===== src/rtl/id_ex_pipeline_reg.sv =====
// Decode-to-Execute pipeline register: one registered entry with stall (hold) and flush (bubble).
// Optional bubble counter enabled by defining BUBBLE_CNT_EN.
module id_ex_pipeline_reg #(
  parameter int WIDTH      = 32,
  parameter int REG_ADDR_W = 5,
  parameter int ALU_CTRL_W = 3,
  parameter int CNT_W      = 16
) (
  input  logic                  clk,
  input  logic                  rst_n,
  input  logic                  stall_E,
  input  logic                  flush_E,
  input  logic                  valid_D,
  input  logic                  RegWriteD,
  input  logic [1:0]            ResultSrcD,
  input  logic                  MemWriteD,
  input  logic                  JumpD,
  input  logic                  BranchD,
  input  logic                  ALUSrcD,
  input  logic [ALU_CTRL_W-1:0] ALUControlD,
  input  logic [WIDTH-1:0]      RD1D,
  input  logic [WIDTH-1:0]      RD2D,
  input  logic [WIDTH-1:0]      PCD,
  input  logic [WIDTH-1:0]      PCPlus4D,
  input  logic [WIDTH-1:0]      ImmExtD,
  input  logic [REG_ADDR_W-1:0] Rs1D,
  input  logic [REG_ADDR_W-1:0] Rs2D,
  input  logic [REG_ADDR_W-1:0] RdD,
  output logic                  valid_E,
  output logic                  RegWriteE,
  output logic [1:0]            ResultSrcE,
  output logic                  MemWriteE,
  output logic                  JumpE,
  output logic                  BranchE,
  output logic                  ALUSrcE,
  output logic [ALU_CTRL_W-1:0] ALUControlE,
  output logic [WIDTH-1:0]      RD1E,
  output logic [WIDTH-1:0]      RD2E,
  output logic [WIDTH-1:0]      PCE,
  output logic [WIDTH-1:0]      PCPlus4E,
  output logic [WIDTH-1:0]      ImmExtE,
  output logic [REG_ADDR_W-1:0] Rs1E,
  output logic [REG_ADDR_W-1:0] Rs2E,
  output logic [REG_ADDR_W-1:0] RdE
`ifdef BUBBLE_CNT_EN
  ,
  output logic [CNT_W-1:0]      bubble_cnt
`endif
);

  if (CNT_W < 1 || WIDTH < 1 || REG_ADDR_W < 1 || ALU_CTRL_W < 1) begin : g_bad_param
    $error("id_ex_pipeline_reg: widths must be >= 1");
  end

  typedef struct packed {
    logic                  valid;
    logic                  reg_write;
    logic [1:0]            result_src;
    logic                  mem_write;
    logic                  jump;
    logic                  branch;
    logic                  alu_src;
    logic [ALU_CTRL_W-1:0] alu_ctrl;
    logic [WIDTH-1:0]      rd1;
    logic [WIDTH-1:0]      rd2;
    logic [WIDTH-1:0]      pc;
    logic [WIDTH-1:0]      pc_plus4;
    logic [WIDTH-1:0]      imm_ext;
    logic [REG_ADDR_W-1:0] rs1;
    logic [REG_ADDR_W-1:0] rs2;
    logic [REG_ADDR_W-1:0] rd;
  } id_ex_t;

  id_ex_t d_in, e_nxt, e_q;

  // Side-effecting controls of a non-instruction must never reach Execute; data still flows.
  always_comb begin
    d_in            = '0;
    d_in.valid      = valid_D;
    d_in.reg_write  = RegWriteD & valid_D;
    d_in.result_src = ResultSrcD;
    d_in.mem_write  = MemWriteD & valid_D;
    d_in.jump       = JumpD & valid_D;
    d_in.branch     = BranchD & valid_D;
    d_in.alu_src    = ALUSrcD;
    d_in.alu_ctrl   = ALUControlD;
    d_in.rd1        = RD1D;
    d_in.rd2        = RD2D;
    d_in.pc         = PCD;
    d_in.pc_plus4   = PCPlus4D;
    d_in.imm_ext    = ImmExtD;
    d_in.rs1        = Rs1D;
    d_in.rs2        = Rs2D;
    d_in.rd         = RdD;
  end

  // Flush beats stall; an all-zero bubble also zeroes Rs/Rd so forwarding never matches.
  always_comb begin
    e_nxt = e_q;
    if (flush_E)       e_nxt = '0;
    else if (!stall_E) e_nxt = d_in;
  end

  always_ff @(posedge clk) begin
    if (!rst_n) e_q <= '0;
    else        e_q <= e_nxt;
  end

  assign valid_E     = e_q.valid;
  assign RegWriteE   = e_q.reg_write;
  assign ResultSrcE  = e_q.result_src;
  assign MemWriteE   = e_q.mem_write;
  assign JumpE       = e_q.jump;
  assign BranchE     = e_q.branch;
  assign ALUSrcE     = e_q.alu_src;
  assign ALUControlE = e_q.alu_ctrl;
  assign RD1E        = e_q.rd1;
  assign RD2E        = e_q.rd2;
  assign PCE         = e_q.pc;
  assign PCPlus4E    = e_q.pc_plus4;
  assign ImmExtE     = e_q.imm_ext;
  assign Rs1E        = e_q.rs1;
  assign Rs2E        = e_q.rs2;
  assign RdE         = e_q.rd;

`ifdef BUBBLE_CNT_EN
  // Saturating count of inserted bubbles.
  always_ff @(posedge clk) begin
    if (!rst_n)                         bubble_cnt <= '0;
    else if (flush_E && bubble_cnt != '1) bubble_cnt <= bubble_cnt + CNT_W'(1);
  end
`endif

endmodule


===== config.mk =====
export PLATFORM = sky130hd
export DESIGN_NAME = id_ex_pipeline_reg
export DESIGN_NICKNAME = d
export VERILOG_FILES = /design/src/rtl/id_ex_pipeline_reg.sv
export SDC_FILE = /design/constraint.sdc
export NUM_CORES = 1
export LEC_CHECK = 0
export ABC_AREA = 1
export BUFFER_PORTS_ARGS = -buffer_cell sky130_fd_sc_hd__buf_2
export CAP_MARGIN = 20
export CORE_AREA = 2 2 145 147
export DETAILED_ROUTE_END_ITERATION = 16
export DIE_AREA = 0 0 147 149
export GPL_TIMING_DRIVEN = 1
export PLACE_DENSITY = 0.63
export SLEW_MARGIN = 20
export SYNTH_ARGS = -nofsm -noshare
export SYNTH_HDL_FRONTEND = slang
export SYNTH_SLANG_ARGS = --single-unit
export TNS_END_PERCENT = 50

===== constraint.sdc =====
create_clock -name clk -period 1 [get_ports clk]
set_input_delay 0.3 -clock clk [delete_from_list [all_inputs] [get_ports clk]]
set_output_delay 0.3 -clock clk [all_outputs]
set_load 0.02 [all_outputs]

=== Word-level counts from Yosys, hierarchy flattened ===
Cells that the tools add are included.

* Register bits after elaboration: 186
* Input bits: 190
* Output and inout port bits: 186
* Logic and storage cells: 22

* Bitwise logic cells: 5
* Reduce and logical (&&, ||, !) cells: 1

{| class="wikitable"
|+ Operators with widths
! operator !! count
|-
| $and 1x1->1 || 4
|-
| $reduce_or 2->1 || 1
|-
| $not 1->1 || 1
|}

=== Depth between registers and ports, before layout ===
Gate-level depths: netlist of run 1.

* Depth after elaboration: 2
* Gate-level depth with buffers: 6
* Depth with buffers taken out: 3

=== Worst setup path before layout of run 1 ===
OpenSTA, ideal clock, no wires.

* Path type: input -> register
* Start point: input flush_E
* End point: register e_q, in the netlist PCPlus4E[10]
* Setup time: 0.132 ns
* Arrival: 0.886 ns
* Data required time: 0.868 ns
* Slack: -0.018 ns
* Stages on the path: 5
* Buffers on the path: 2
* Path through: inv_1 nand2_2 buf_2 clkbuf_1 a21oi_1

* Cells in the longest elaborated chain, start to end: 1

{| class="wikitable"
|+ Ends and longest elaborated chain
! item !! line !! RTL
|-
| start, declared || 12 || <nowiki>input logic flush_E,</nowiki>
|-
| $reduce_or 2->1 (no line) || -- ||
|-
| end signal, assigned || 106 || <nowiki>else e_q <= e_nxt;</nowiki>
|-
| end, declared || 74 || <nowiki>id_ex_t d_in, e_nxt, e_q;</nowiki>
|}

No other way between the ends.
A chain may end at the register's enable or synchronous reset.

=== Final worst setup path of run 1 ===
* Start point: register e_q, in the netlist RD1E[29]
* End point: output RD1E[29]

{| class="wikitable"
|+ RTL lines
! item !! line !! RTL
|-
| end, declared || 37 || <nowiki>output logic [WIDTH-1:0] RD1E,</nowiki>
|}

No word-level cell between the ends.

==> out/qor.txt, run 1 <==
LOGIC SYNTHESIS
------------------------------------------------------------------------------------------
Most instantiated library cell after synthesis                                sky130_fd_sc_hd__nand2_1
Number of flops mapped to enable cells by yosys                                          0
Fraction of synthesis flops using an asynchronous set or reset pin                       0
Flip-flop and latch count after synthesis                                              186
Ranking of synthesized cells by instance count                                sky130_fd_sc_hd__nand2_1, sky130_fd_sc_hd__dfxtp_1, sky130_fd_sc_hd__a21oi_1, sky130_fd_sc_hd__buf_2, sky130_fd_sc_hd__buf_6
Most used DFF post-synth                                                      sky130_fd_sc_hd__dfxtp_1
Share of the yosys chip area belonging to registers                                 0.5691
Post-Synthesis Net Count                                                               998
Synth top area cells                                                          sky130_fd_sc_hd__dfxtp_1, sky130_fd_sc_hd__nand2_1, sky130_fd_sc_hd__a21oi_1, sky130_fd_sc_hd__buf_2, sky130_fd_sc_hd__buf_6
Area share of the largest cell type after synthesis                                 0.5691
Number of instances in the synthesized netlist                                         808
Number of warning messages in the yosys log                                              0
Synth cell types                                                                        12
Netlist area before placement                                                   6543 sq um
Post-Syn Area per Cell                                                         8.097 sq um
Library cell with the largest summed area after synthesis                     sky130_fd_sc_hd__dfxtp_1

GRT
------------------------------------------------------------------------------------------
Global route overflow                                                                    0
Initial antenna violation count                                                          0
Global-route wire length before repair                                            33.76 mm
Total global routing track utilization                                              0.1917
Number of global-route vias before repair                                             6560
Pin count of the biggest net entering global routing                                    49

ROUTE
------------------------------------------------------------------------------------------
Post-detailed-route count of antenna-violating nets                                      0
Total detailed-routing wirelength                                                 21.76 mm
Detailed-route via count                                                              6734
WL per Instance                                                               14.53 microns
DRT iter0 DRCs                                                                         187
Via-per-instance ratio                                                               4.498
Pre-Repair DR Iteration Count                                                            4
DRC Markers                                                                              0

SETUP PATH
------------------------------------------------------------------------------------------
Cell Chain, Critical Path                                                            buf_6
Setup CP Type                                                                 flip-flop to output pin
Slowest Stage Delay on Critical Path                                               0.35 ns
Worst setup EP type                                                             output pin
Max Fanout on Critical Path                                                              2
Data arrival at the endpoint of the critical path                                  0.90 ns
Top cell family by delay on the critical path                                   flip-flops
Worst endpoint required time                                                       0.70 ns
Critical Path Start Type                                                         flip-flop
Critical path's slowest cell                                                  sky130_fd_sc_hd__dfxtp_2
Count of buffering cells on the critical path with inverters included                    1

FLOORPLANNING
------------------------------------------------------------------------------------------
Horizontal die dimension                                                       147 microns
Number of I/O pins                                                                     376
Starting density of the core                                                        0.3183
Area of the placeable core                                                     20560 sq um
Die Area                                                                       21900 sq um
Placement Rows                                                                          53
Die Y-Extent                                                                   149 microns

CLOCKING
------------------------------------------------------------------------------------------
H-tree levels                                                                            4
TritonCTS buffer count                                                                  17
Clock latency of the later-clocked register in the worst-skew pair                 0.42 ns
CTS sink cnt                                                                           186
Maximum number of buffers from clock root to sink                                        2
CTS Root Cell                                                                 sky130_fd_sc_hd__clkbuf_16
Clock edge transition at the registers on the reported setup and hold paths        0.08 ns
TritonCTS clock tree                                                                 built

TIMING
------------------------------------------------------------------------------------------
Worst path setup slack after routing                                            -0.2017 ns
Actual transition at the worst max-transition pin                                0.2662 ns
RSZ-0062 raised after global routing                                                   yes
Setup violators final                                                                  186
Maximum clock skew at final layout                                                    0 ns
Max Fclk                                                                        0.8322 GHz
Max-slew headroom                                                                   0.8226
Share of the cycle needed by the critical path after routing                         1.202
Hold violation total from the final report                                               0
Min Tclk post-route                                                               1.202 ns
Max Transition Viols Final                                                               0

STATUS
------------------------------------------------------------------------------------------
Result of the run                                                             complete, but fails checks
Violations in the final reports                                               setup timing

PLACEMENT
------------------------------------------------------------------------------------------
IO Port Bufs                                                                           375
Pre-CTS setup slack                                                             -0.2047 ns
Placed instance area                                                            8842 sq um
Placer Congestion                                                                   0.7934
Detailed placer's ending HPWL                                                     15.00 mm

CELLS AND AREA
------------------------------------------------------------------------------------------
Combined area of the multi-input logic cells                                    2415 sq um
Share of final-layout standard cells stronger than drive strength 1                 0.5581
Number of filler cells placed in the layout                                           1855
Antenna diode count                                                                      0
Total number of nets in the final design                                              1399
Final std cell area, no fill                                                   11020 sq um
Layout area overhead                                                                68.45%
Storage cell area                                                               3956 sq um

POWER AND IR DROP
------------------------------------------------------------------------------------------
Power density cells                                                           1537 nW/um^2
Leakage power                                                                  0.004884 uW
Peak ir drop on the vdd network                                                   1.027 mV

JOB
------------------------------------------------------------------------------------------
Maximum capacitance violations                                                           0

MIN PATH
------------------------------------------------------------------------------------------
Hold Path Class                                                               input pin to flip-flop

through the flow:
| step | util | cells | TNS, ns | power (uW) | hold slack, ns |
|---|---|---|---|---|---|
| 2_1_floorplan | - | 808 | -0.1237 | 8909 | 0.4364 |
| 3_3_place_gp | 0.4301 | 1441 | -23.36 | 9781 | 0.4411 |
| 3_5_place_dp | 0.4301 | 1441 | -28.24 | 9796 | 0.4506 |
| 4_1_cts | 0.5288 | 1477 | -37.78 | 17090 | 0.07776 |
| 5_1_grt | 0.5361 | 1497 | -41.20 | 17670 | 0.07948 |
| 6_report | 0.5361 | 1497 | -32.80 | 16930 | 0.1012 |
sequential cells by signal, indices dropped and copies added, names as in the netlist, 2 cells and up:
name and cells:
ResultSrcE 2, ALUControlE 3, RdE 5, RD2E 32, RD1E 32, ImmExtE 32
PCE 32, Rs1E 5, Rs2E 5, PCPlus4E 32
per-layer routing:
metal	up-vias	wire [microns]	part of all wire	global-route usage
li1	3384	-	-	-
met3	36	2029	0.093	0.07095
met4	0	561	0.026	0.07644
met5	-	0	0	0
met2	280	10810	0.50	0.3300
met1	3034	8356	0.38	0.2165
report_power, final:
part	switching, uW	total (uW)	internal, uW
Combinational	1120	2190	1070
Sequential	165	7840	7680
Clock	3300	6900	3600
Total	4590	16900	12300
cells by family (layout without fill, tap and decap cells):
family | after synthesis | after routing | synth area share
AND/OR/NAND/NOR | 373 | 373 | 0.2190
AO/OA/AOI/OAI | 186 | 186 | 0.1480
flip-flops | 186 | 186 | 0.5691
buffers and inverters | 63 | 477 | 0.06387
final timing paths:
check | start | end | slack [ns] | cells past startpoint
worst max-delay path | RD1E[29] | RD1E[29] | -0.20 | 1
worst min-delay path | RD1D[6] | RD1E[6] | 0.10 | 3
worst max register to register | PCPlus4E[7] | PCPlus4E[7] | 0.20 | 4
worst min register to register | PCE[27] | PCE[27] | 0.47 | 2
repair_timing:
action                     in CTS  in global routing
setup buffers                   4                 20
resized for setup             558                  0
hold buffers                    0                  0
setup endpoints to repair     186                186
placed cells by master (no fill, tap or decap):
master / netlist / final
sky130_fd_sc_hd__clkbuf_1: 5 / 1
sky130_fd_sc_hd__bufinv_16: 0 / 1
sky130_fd_sc_hd__buf_12: 0 / 11
sky130_fd_sc_hd__nand2_8: 0 / 1
sky130_fd_sc_hd__nand2_2: 11 / 10
sky130_fd_sc_hd__buf_2: 33 / 188
sky130_fd_sc_hd__inv_6: 0 / 5
sky130_fd_sc_hd__clkinvlp_4: 0 / 1
sky130_fd_sc_hd__a21oi_2: 10 / 10
sky130_fd_sc_hd__buf_4: 10 / 58
sky130_fd_sc_hd__clkbuf_16: 0 / 17
sky130_fd_sc_hd__nand3_1: 4 / 4
sky130_fd_sc_hd__clkinv_8: 0 / 3
sky130_fd_sc_hd__inv_1: 1 / 1
sky130_fd_sc_hd__a21oi_1: 176 / 176
sky130_fd_sc_hd__clkinv_4: 1 / 2
sky130_fd_sc_hd__dfxtp_2: 0 / 186
sky130_fd_sc_hd__buf_6: 13 / 186
sky130_fd_sc_hd__inv_8: 0 / 3
sky130_fd_sc_hd__nand2_1: 358 / 358
worst reg2reg max path: stages, from the launching register on:
cell and delay [ns]:
sky130_fd_sc_hd__dfxtp_2 0.33, sky130_fd_sc_hd__buf_4 0.12, sky130_fd_sc_hd__buf_4 0.12, sky130_fd_sc_hd__nand2_1 0.05
sky130_fd_sc_hd__a21oi_1 0.06
layout make-up:
cell class,instances,area share
sequential,186,0.3590
tap,275,0.03122
multi-input combinational,559,0.2191
timing repair buffer,443,0.3349
inverter,2,0.001135
clock buffer,18,0.03894
clock inverter,14,0.01567
No activity file was read; power rests on OpenSTA's default activity.
==> run 2: changes to the inputs <==
--- a/config.mk
+++ b/config.mk
@@ -12,7 +12,6 @@
 export DETAILED_ROUTE_END_ITERATION = 16
 export DIE_AREA = 0 0 147 149
 export GPL_TIMING_DRIVEN = 1
-export PLACE_DENSITY = 0.63
 export SLEW_MARGIN = 20
 export SYNTH_ARGS = -nofsm -noshare
 export SYNTH_HDL_FRONTEND = slang
==> out/qor.txt, run 2 (same netlist as run 1, synthesis figures left out) <==
SETUP PATH
------------------------------------------------------------------------------------------
Worst endpoint required time                                                       0.70 ns   about the same
Data arrival at the endpoint of the critical path                                  0.89 ns   about the same
Logic depth of the worst path, buffers included                                          1   unchanged
Worst setup EP type                                                             output pin
Cell Chain, Critical Path                                                            buf_6
Worst reg2reg path startpoint                                                      PCE[17]
Max Fanout on Critical Path                                                              2   unchanged
Slowest Stage Delay on Critical Path                                               0.36 ns   about the same
Critical Path Start Type                                                         flip-flop
Reg2reg end                                                                        PCE[17]
Critical path's slowest cell                                                  sky130_fd_sc_hd__dfxtp_2
Setup CP Type                                                                 flip-flop to output pin
Top cell family by delay on the critical path                                   flip-flops
Worst-case reg-to-reg path depth                                                         3   -1
Count of buffering cells on the critical path with inverters included                    1   unchanged
Register-to-Register Setup Slack                                                   0.28 ns   +0.08 ns

POWER AND IR DROP
------------------------------------------------------------------------------------------
Power density cells                                                           1507 nW/um^2   -2.0%
Leakage power                                                                  0.004799 uW   -1.7%
Clock share of power                                                                 0.390   -0.018
Comb power frac                                                                      0.131   +0.002
Switch share                                                                        0.2652   -0.005750
Peak ir drop on the vdd network                                                   1.038 mV   +1.1%
Share of total power in sequential cells                                             0.478   +0.015
Net switching component of the power                                               4351 uW   -5.2%
Internal cell power                                                               12050 uW   -2.4%

ROUTE
------------------------------------------------------------------------------------------
Pre-Repair DR Iteration Count                                                            4   unchanged
Total detailed-routing wirelength                                                 21.61 mm   -0.69%
DRC Markers                                                                              0   unchanged
Detailed-route via count                                                              6688   -0.68%
WL per Instance                                                               14.53 microns   about the same
Post-detailed-route count of antenna-violating nets                                      0   unchanged
Via-per-instance ratio                                                               4.498   about the same
DRT iter0 DRCs                                                                         193   +3.2%

PLACEMENT
------------------------------------------------------------------------------------------
Detailed placer's ending HPWL                                                     14.92 mm   -0.52%
Pre-CTS setup slack                                                             -0.1436 ns   +0.06115 ns
Placer Congestion                                                                   0.7899   -0.44%
Placed instance area                                                            8781 sq um   -0.69%
IO Port Bufs                                                                           375   unchanged

TIMING
------------------------------------------------------------------------------------------
RSZ-0062 raised after global routing                                                   yes
Max-slew headroom                                                                   0.8372   +0.01464
Max Transition Viols Final                                                               0   unchanged
Setup violators final                                                                  186   unchanged
Min Tclk post-route                                                               1.192 ns   -0.009212 ns
Hold violation total from the final report                                               0   unchanged
Share of the cycle needed by the critical path after routing                         1.192   -0.009212
Maximum clock skew at final layout                                                    0 ns   unchanged
Fin Hold WS                                                                      0.1140 ns   +0.01276 ns
Actual transition at the worst max-transition pin                                0.2442 ns   -0.02195 ns
Worst path setup slack after routing                                            -0.1925 ns   +0.009212 ns
Max Fclk                                                                        0.8386 GHz   +0.77%

CELLS AND AREA
------------------------------------------------------------------------------------------
Layout area overhead                                                                66.42%
Final core utilization                                                              0.5296   -0.006452
Highest-count cells in the layout ignoring fill and taps                      sky130_fd_sc_hd__nand2_1, sky130_fd_sc_hd__buf_2, sky130_fd_sc_hd__buf_6
Most frequent standard cell in the layout excluding fill and tap cells        sky130_fd_sc_hd__nand2_1
Final std cell area, no fill                                                   10890 sq um   -1.2%
Share of final-layout standard cells stronger than drive strength 1                 0.5541   -0.004014
Total number of nets in the final design                                              1389   -0.71%

CLOCKING
------------------------------------------------------------------------------------------
TritonCTS clock tree                                                                 built
Post-CTS Hold Fix Bufs                                                                   0   unchanged
Clock latency of the later-clocked register in the worst-skew pair                 0.41 ns   about the same
Clock edge transition at the registers on the reported setup and hold paths        0.07 ns   about the same
CTS sink cnt                                                                           186   unchanged
CTS Root Cell                                                                 sky130_fd_sc_hd__clkbuf_16
TritonCTS buffer count                                                                  17   unchanged
Maximum number of buffers from clock root to sink                                        2   unchanged
H-tree levels                                                                            4   unchanged

STATUS
------------------------------------------------------------------------------------------
Result of the run                                                             complete, but fails checks
Violations in the final reports                                               setup timing

FLOORPLANNING
------------------------------------------------------------------------------------------
Placement Rows                                                                          53   unchanged
Die Y-Extent                                                                   149 microns   unchanged
Area of the placeable core                                                     20560 sq um   unchanged
Number of I/O pins                                                                     376   unchanged
Die Area                                                                       21900 sq um   unchanged
Starting density of the core                                                        0.3183   unchanged
Horizontal die dimension                                                       147 microns   unchanged

JOB
------------------------------------------------------------------------------------------
Maximum capacitance violations                                                           0   unchanged

GRT
------------------------------------------------------------------------------------------
Initial antenna violation count                                                          1   +1
Global route overflow                                                                    0   unchanged
Global-route wire length before repair                                            33.26 mm   -1.5%
Total global routing track utilization                                              0.1890   -0.002690
Pin count of the biggest net entering global routing                                    53   +8.2%
Number of global-route vias before repair                                             6454   -1.6%

MIN PATH
------------------------------------------------------------------------------------------
Hold path start                                                                   RD2D[28]
Hold Path Class                                                               input pin to flip-flop
Worst hold endpoint                                                               RD2E[28]
Min-Delay Path Depth                                                                     3   unchanged

run 2: repair_timing:
action                     in CTS  in global routing
resized for setup             558                  0
cloned                          0                  0
setup endpoints to repair     186                186
setup buffers                   6                 15
run 2: worst reg2reg max path, stage by stage (launching register included):
cell                      delay (ns)
sky130_fd_sc_hd__dfxtp_2        0.34
sky130_fd_sc_hd__buf_4          0.10
sky130_fd_sc_hd__nand2_1        0.04
sky130_fd_sc_hd__a21oi_1        0.16
run 2: worst max path at each step:
| stage | from | slack (ns) | to |
|---|---|---|---|
| 4_1_cts | RD2E[24] | -0.22 | RD2E[24] |
| 3_3_place_gp | stall_E | -0.12 | RegWriteE |
| 3_5_place_dp | stall_E | -0.14 | RegWriteE |
| 6_report | RD2E[24] | -0.19 | RD2E[24] |
| 2_1_floorplan | stall_E | -0.01 | PCPlus4E[11] |
| 5_1_grt | RD2E[24] | -0.24 | RD2E[24] |
run 2: final cells by class:
| class | instances | area [sq um] |
|---|---|---|
| tap | 275 | 344.1 |
| multi-input combinational | 559 | 2415 |
| clock inverter | 12 | 107.6 |
| timing repair buffer | 433 | 3607 |
| antenna | 1 | 2.502 |
| inverter | 2 | 12.51 |
| sequential | 186 | 3956 |
| fill | 1940 | 9669 |
| clock buffer | 19 | 442.9 |
run 2: per-stage QoR:
| stage | cells | power [uW] | TNS (ns) |
|---|---|---|---|
| floorplan | 808 | 8909 | -0.1237 |
| global placement | 1434 | 9765 | -11.32 |
| detailed placement | 1434 | 9781 | -14.84 |
| CTS | 1471 | 16580 | -34.53 |
| global route | 1487 | 17160 | -38.98 |
| finish | 1487 | 16400 | -30.27 |
run 2: power groups by stage:
stage                     registers, uW  logic, uW  clock network [uW]
after floorplan                    8200        704                   0
after global placement             7910       1850                   0
after detailed placement           7920       1860                   0
after CTS                          7840       2140                6600
after global routing               7870       2340                6940
final                              7850       2160                6400
run 2: metal layers:
metal	up-vias	part of all wire	wire, microns	global-route usage
li1	3363	-	-	-
met1	3053	0.41	8798	0.2168
met2	260	0.50	10870	0.3399
met3	12	0.081	1741	0.06606
met4	0	0.0089	193	0.04327
met5	-	0	0	0
